==> config.mk <==
export PLATFORM = sky130hd
export DESIGN_NAME = seg_scan_ctrl
export DESIGN_NICKNAME = d
export VERILOG_FILES = /design/src/rtl/seg_pkg.sv /design/src/rtl/hex7_decode.sv /design/src/rtl/seg_scan_ctrl.sv
export SDC_FILE = /design/constraint.sdc
export NUM_CORES = 1
export LEC_CHECK = 0
export CORE_MARGIN = 10
export CORE_UTILIZATION = 45
export DETAILED_ROUTE_END_ITERATION = 7
export GPL_TIMING_DRIVEN = 0
export PLACE_DENSITY = 0.65
export SYNTH_ARGS = -nofsm -noshare
export SYNTH_HDL_FRONTEND = slang
export SYNTH_SLANG_ARGS = --single-unit
==> constraint.sdc <==
create_clock -name sysCLK -period 16.4 [get_ports sysCLK]
set_input_delay 4.92 -clock sysCLK [delete_from_list [all_inputs] [get_ports sysCLK]]
set_output_delay 4.92 -clock sysCLK [all_outputs]
set_load 0.01 [all_outputs]
==> src/rtl/seg_pkg.sv <==
// seg_pkg: shared constants for the seven-segment scan controller.
package seg_pkg;
    localparam int NUM_DIGITS = 8;
    localparam logic [7:0] AN_IDLE = 8'hFF;
    localparam logic [7:0] CX_BLANK = 8'hFF;
    // Active-low g..a patterns, indexed by nibble (entry 0 is the rightmost element)
    localparam logic [15:0][6:0] HEX7_LUT = {
        7'h0E, 7'h06, 7'h21, 7'h46, 7'h03, 7'h08, 7'h10, 7'h00,
        7'h78, 7'h02, 7'h12, 7'h19, 7'h30, 7'h24, 7'h79, 7'h40
    };
endpackage

==> src/rtl/hex7_decode.sv <==
// hex7_decode: nibble to active-low g..a segment pattern.
module hex7_decode
    import seg_pkg::*;
(
    input  logic [3:0] nib,
    output logic [6:0] seg
);
    assign seg = HEX7_LUT[nib];
endmodule

==> src/rtl/seg_scan_ctrl.sv <==
// seg_scan_ctrl: 8-digit multiplexed seven-segment scanner with dead time,
// PWM brightness and frame-synchronous double-buffered updates.
module seg_scan_ctrl
    import seg_pkg::*;
#(
    parameter int SLOT_CYC = 100000,
    parameter int DEAD_CYC = 1000
) (
    input  logic                  sysCLK,
    input  logic                  reset,
    input  logic                  load,
    input  logic [31:0]           digits,
    input  logic [NUM_DIGITS-1:0] dp,
    input  logic [NUM_DIGITS-1:0] en,
    input  logic [2:0]            bright,
    output logic [7:0]            AN,
    output logic [7:0]            Cx,
    output logic                  frame_tick,
    output logic                  update_ack,
    output logic                  pending
);
    localparam int STEP = (SLOT_CYC - DEAD_CYC) / 8;
    localparam int CW = $clog2(SLOT_CYC + 1);

    logic [CW-1:0] slot_cnt, win_end, win_next;
    logic [2:0] slot_idx, next_bright;
    logic [31:0] pend_digits, act_digits;
    logic [NUM_DIGITS-1:0] pend_dp, act_dp, pend_en, act_en;
    logic [2:0] pend_bright, act_bright;
    logic slot_end, boundary, apply, on;
    logic [3:0] nib;
    logic [6:0] seg;

    hex7_decode u_dec (.nib(nib), .seg(seg));

    // The window end is latched at each slot wrap, using the bright value
    // that will be active in the coming slot (the pending one at a swap).
    always_comb begin
        slot_end = slot_cnt == CW'(SLOT_CYC - 1);
        boundary = slot_end && slot_idx == 3'd7;
        apply = boundary && pending;
        next_bright = apply ? pend_bright : act_bright;
        win_next = CW'(DEAD_CYC) + CW'(STEP) * CW'({1'b0, next_bright} + 4'd1);
        nib = act_digits[{slot_idx, 2'b00} +: 4];
        on = act_en[slot_idx] && slot_cnt >= CW'(DEAD_CYC) && slot_cnt < win_end;
    end

    always_ff @(posedge sysCLK or negedge reset) begin
        if (!reset) begin
            slot_cnt <= '0;
            slot_idx <= '0;
            win_end <= CW'(DEAD_CYC + STEP);
            pend_digits <= '0;
            pend_dp <= '0;
            pend_en <= '0;
            pend_bright <= '0;
            act_digits <= '0;
            act_dp <= '0;
            act_en <= '0;
            act_bright <= '0;
            pending <= 1'b0;
            update_ack <= 1'b0;
            frame_tick <= 1'b0;
            AN <= AN_IDLE;
            Cx <= CX_BLANK;
        end else begin
            slot_cnt <= slot_end ? '0 : slot_cnt + CW'(1);
            if (slot_end) begin
                slot_idx <= slot_idx + 3'd1;
                win_end <= win_next;
            end
            if (load) begin
                pend_digits <= digits;
                pend_dp <= dp;
                pend_en <= en;
                pend_bright <= bright;
            end
            // A load coinciding with the boundary stays pending for the next frame
            if (apply) begin
                act_digits <= pend_digits;
                act_dp <= pend_dp;
                act_en <= pend_en;
                act_bright <= pend_bright;
            end
            pending <= load || (pending && !boundary);
            update_ack <= apply;
            frame_tick <= boundary;
            AN <= on ? ~(8'b1 << slot_idx) : AN_IDLE;
            Cx <= on ? {~act_dp[slot_idx], seg} : CX_BLANK;
        end
    end
endmodule

==> flow_summary_export.csv <==
group,metric,value,unit
layout,fillers,1411,
layout,num_antenna_cells,0,
timing,slew_viol_final,0,
timing,fmax,156,MHz
layout,fin_cells,944,
setup_path,end_kind,"primary output",
layout,register_area,3910,um2
setup_path,critPathBufInv,1,
global_routing,antenna_found_initial,0,
run,cap_violations,0,
timing,skew,0.0132,ns
clocking,clk_path_buf_depth,2,
placement,gp_congestion,0.852,
placement,dpl_cell_area,8750,um2
setup_path,r2r_slack,10.10,ns
placement,place_ws,10.04,ns
die,core_area,16700,um2
timing,rsz0062_at_grt,"false",
global_routing,grt_usage,15.5,%
route,wl_per_cell,17.5,um
die,io_pins,73,
power,p_per_area,89.1,nW/um2
setup_path,critPathTopFamily,"flip-flops",
timing,setup_ws,10.0,ns
global_routing,gr-total-overflow,0,
die,start_util,46.3,%
setup_path,slowest_stage,"dfstp_2",
setup_path,crit_fanout,1,
synth,ys_ff_latch,155,
setup_path,cp.arrival,1.48,ns
synth,ys_types,59,
setup_path,required,11.48,ns
min_path,hold_depth,2,
power,power_leakage,4.08,nW
clocking,cts_buffers,17,
timing,final_hold_viol_count,0,
die,die_h,151,um
clocking,clkTransAtPathRegs,0.07,ns
clocking,ctsHtreeMaxLevel,4,
min_path,holdPathEnd,"win_end[2]$_DFFE_PN1N_",
layout,area_delta_synth_final,20.9,%
synth,synth_area_per_cell,12.5,um2
synth,ys.flop_type,"dfrtp_1",
die,die_w,151,um
route,viasPerCell,5.33,
layout,multiInputGateArea,3590,um2
setup_path,cpPeakStageDelay,0.53,ns
route,first_iter_violations,307,
route,drc,0,
layout,fin_nets,821,
global_routing,grt_max_degree,93,
layout,final_util,56.0,%
route,wirelength,16.5,mm
min_path,holdCritStartpoint,"win_end[2]$_DFFE_PN1N_",
timing,worst_slew_pin_slew,1.36,ns
route,dr.pass1.iters,4,
clocking,cts-resized-gates,0,
placement,port_buffers,71,
setup_path,worstReg2RegEnd,"win_end[14]$_DFFE_PN0N_",
clocking,cts_tree,"yes",
die,die-area,22800,um2
setup_path,start_kind,"register",
layout,drive_above_1_share,25.7,%
synth,syn-num-nets,730,
timing,finalSetupViolCount,0,
timing,finalSetupTns,0,ns
timing,max_slew_margin,8.56,%
route,vias,5027,
timing,finalCritPeriodShare,39.0,%
global_routing,grt_pass1_wl,27.8,mm
run_status,status,"completed",
timing,finalCriticalPeriod,6.40,ns
setup_path,crit_type,"register to primary output",
power,total_power,833,uW
setup_path,ff2ff_path_depth,19,
clocking,clock-root-buffer,"clkbuf_16",
clocking,cts_setup_buffers,0,
route,ant_nets,0,
synth,synth_seq_area_share,50.5,%
power,ir_worst_vdd,0.0789,mV
setup_path,crit_chain,"clkdlybuf4s50_1",
synth,syn_area,7730,um2
clocking,clock_latency,0.43,ns
min_path,min_path_type,"register to register",
clocking,cts-hold-fix-buffers,0,
synth,synth-async-reset-ratio,100,%
placement,dp_hpwl,12.5,mm
clocking,cts_sinks,155,
layout,final_cell_area,9350,um2
setup_path,timing.rr.start,"slot_cnt[0]$_DFF_PN0_",
global_routing,grt_pass1_vias,5345,
synth,synthCells,620,
timing,worst_hold_slack,0.481,ns
die,placementRows,47,
synth,yosys_warnings,0,
synth,synth_edf_count,0,
placement,placed_cells,912,
==> power by group <==
group / internal [mW] / switching (mW) / leakage [nW]
sequential: 0.395 / 0.00696 / 1.95
combinational: 0.0230 / 0.0151 / 1.84
clock: 0.218 / 0.175 / 0.293
==> synth_stat cells (6+ instances only) <==
cell,n,share of area (%)
dfrtp_1,133,43
mux2_2,101,15
ha_1,54,8.7
nand2_1,49,2.4
inv_1,36,1.7
dfstp_2,22,7.5
o21ai_0,22,1.4
nor2_1,19,0.92
a21oi_1,16,1.0
xnor2_1,15,1.7
clkbuf_1,14,0.68
nand3_1,14,0.91
mux4_2,13,3.8
xor2_1,10,1.1
a211oi_1,7,0.68
buf_2,6,0.39
nand4_1,6,0.49
==> flip-flops by register name, summed over array words and instances, names as in the netlist, 8 cells and up <==
register	count
act_en	8
act_digits	32
Cx	8
AN	8
pend_digits	32
slot_cnt	17
pend_dp	8
pend_en	8
win_end	14
act_dp	8
==> kinds of logic after synthesis <==
family	after synthesis	share of synthesized area, %
compound gates	79	6.88
xor+xnor	25	2.83
fa+ha+maj	56	9.26
buf+inv	59	3.06
flops	155	50.5
mux	119	19.1
simple gates	127	8.32
==> layout by cell type (no fill, tap or decap), types with 5 or more instances in the layout <==
master,n
a211oi_1,7
a21oi_1,16
buf_2,6
clkbuf_1,14
clkbuf_16,17
clkdlybuf4s50_1,70
dfrtp_1,133
dfstp_2,22
ha_1,54
inv_1,36
inv_8,5
mux2_2,101
mux2i_1,5
mux4_2,13
nand2_1,49
nand2b_1,5
nand3_1,14
nand4_1,6
nor2_1,19
o21ai_0,22
xnor2_1,15
xor2_1,10
==> worst max-delay path by stage <==
| stage | start | endpoint | slack [ns] | cells past startpoint |
|---|---|---|---|---|
| after detailed placement | load | pend_digits[7]$_DFFE_PN0P_ | 10.04 | 3 |
| after floorplan | load | pend_bright[0]$_DFFE_PN0P_ | 10.44 | 3 |
| after global routing | slot_cnt[1]$_DFF_PN0_ | win_end[14]$_DFFE_PN0N_ | 9.68 | 19 |
| final | AN[6]$_DFF_PN1_ | AN[6] | 10.0 | 1 |
| after CTS | AN[6]$_DFF_PN1_ | AN[6] | 9.98 | 1 |
| after global placement | reset | slot_cnt[16]$_DFF_PN0_ | 4.56 | 1 |
==> final cells by class <==
cell class | count | share of cell area (%)
buffer | 22 | 1.04
clock buffer | 17 | 4.55
clock inverter | 15 | 1.87
inverter | 37 | 1.49
multi-input combinational | 406 | 38.4
sequential | 155 | 41.8
tap | 220 | 2.94
timing repair buffer | 72 | 7.91
==> per-layer routing <==
| layer | track usage, % | part of all wire [%] |
|---|---|---|
| met4 | 5.25 | 1.8 |
| met3 | 3.85 | 4.8 |
| met2 | 25.3 | 48 |
| met5 | 0 | 0 |
| met1 | 19.7 | 45 |
Note: power is estimated with default switching activity, not from simulation.
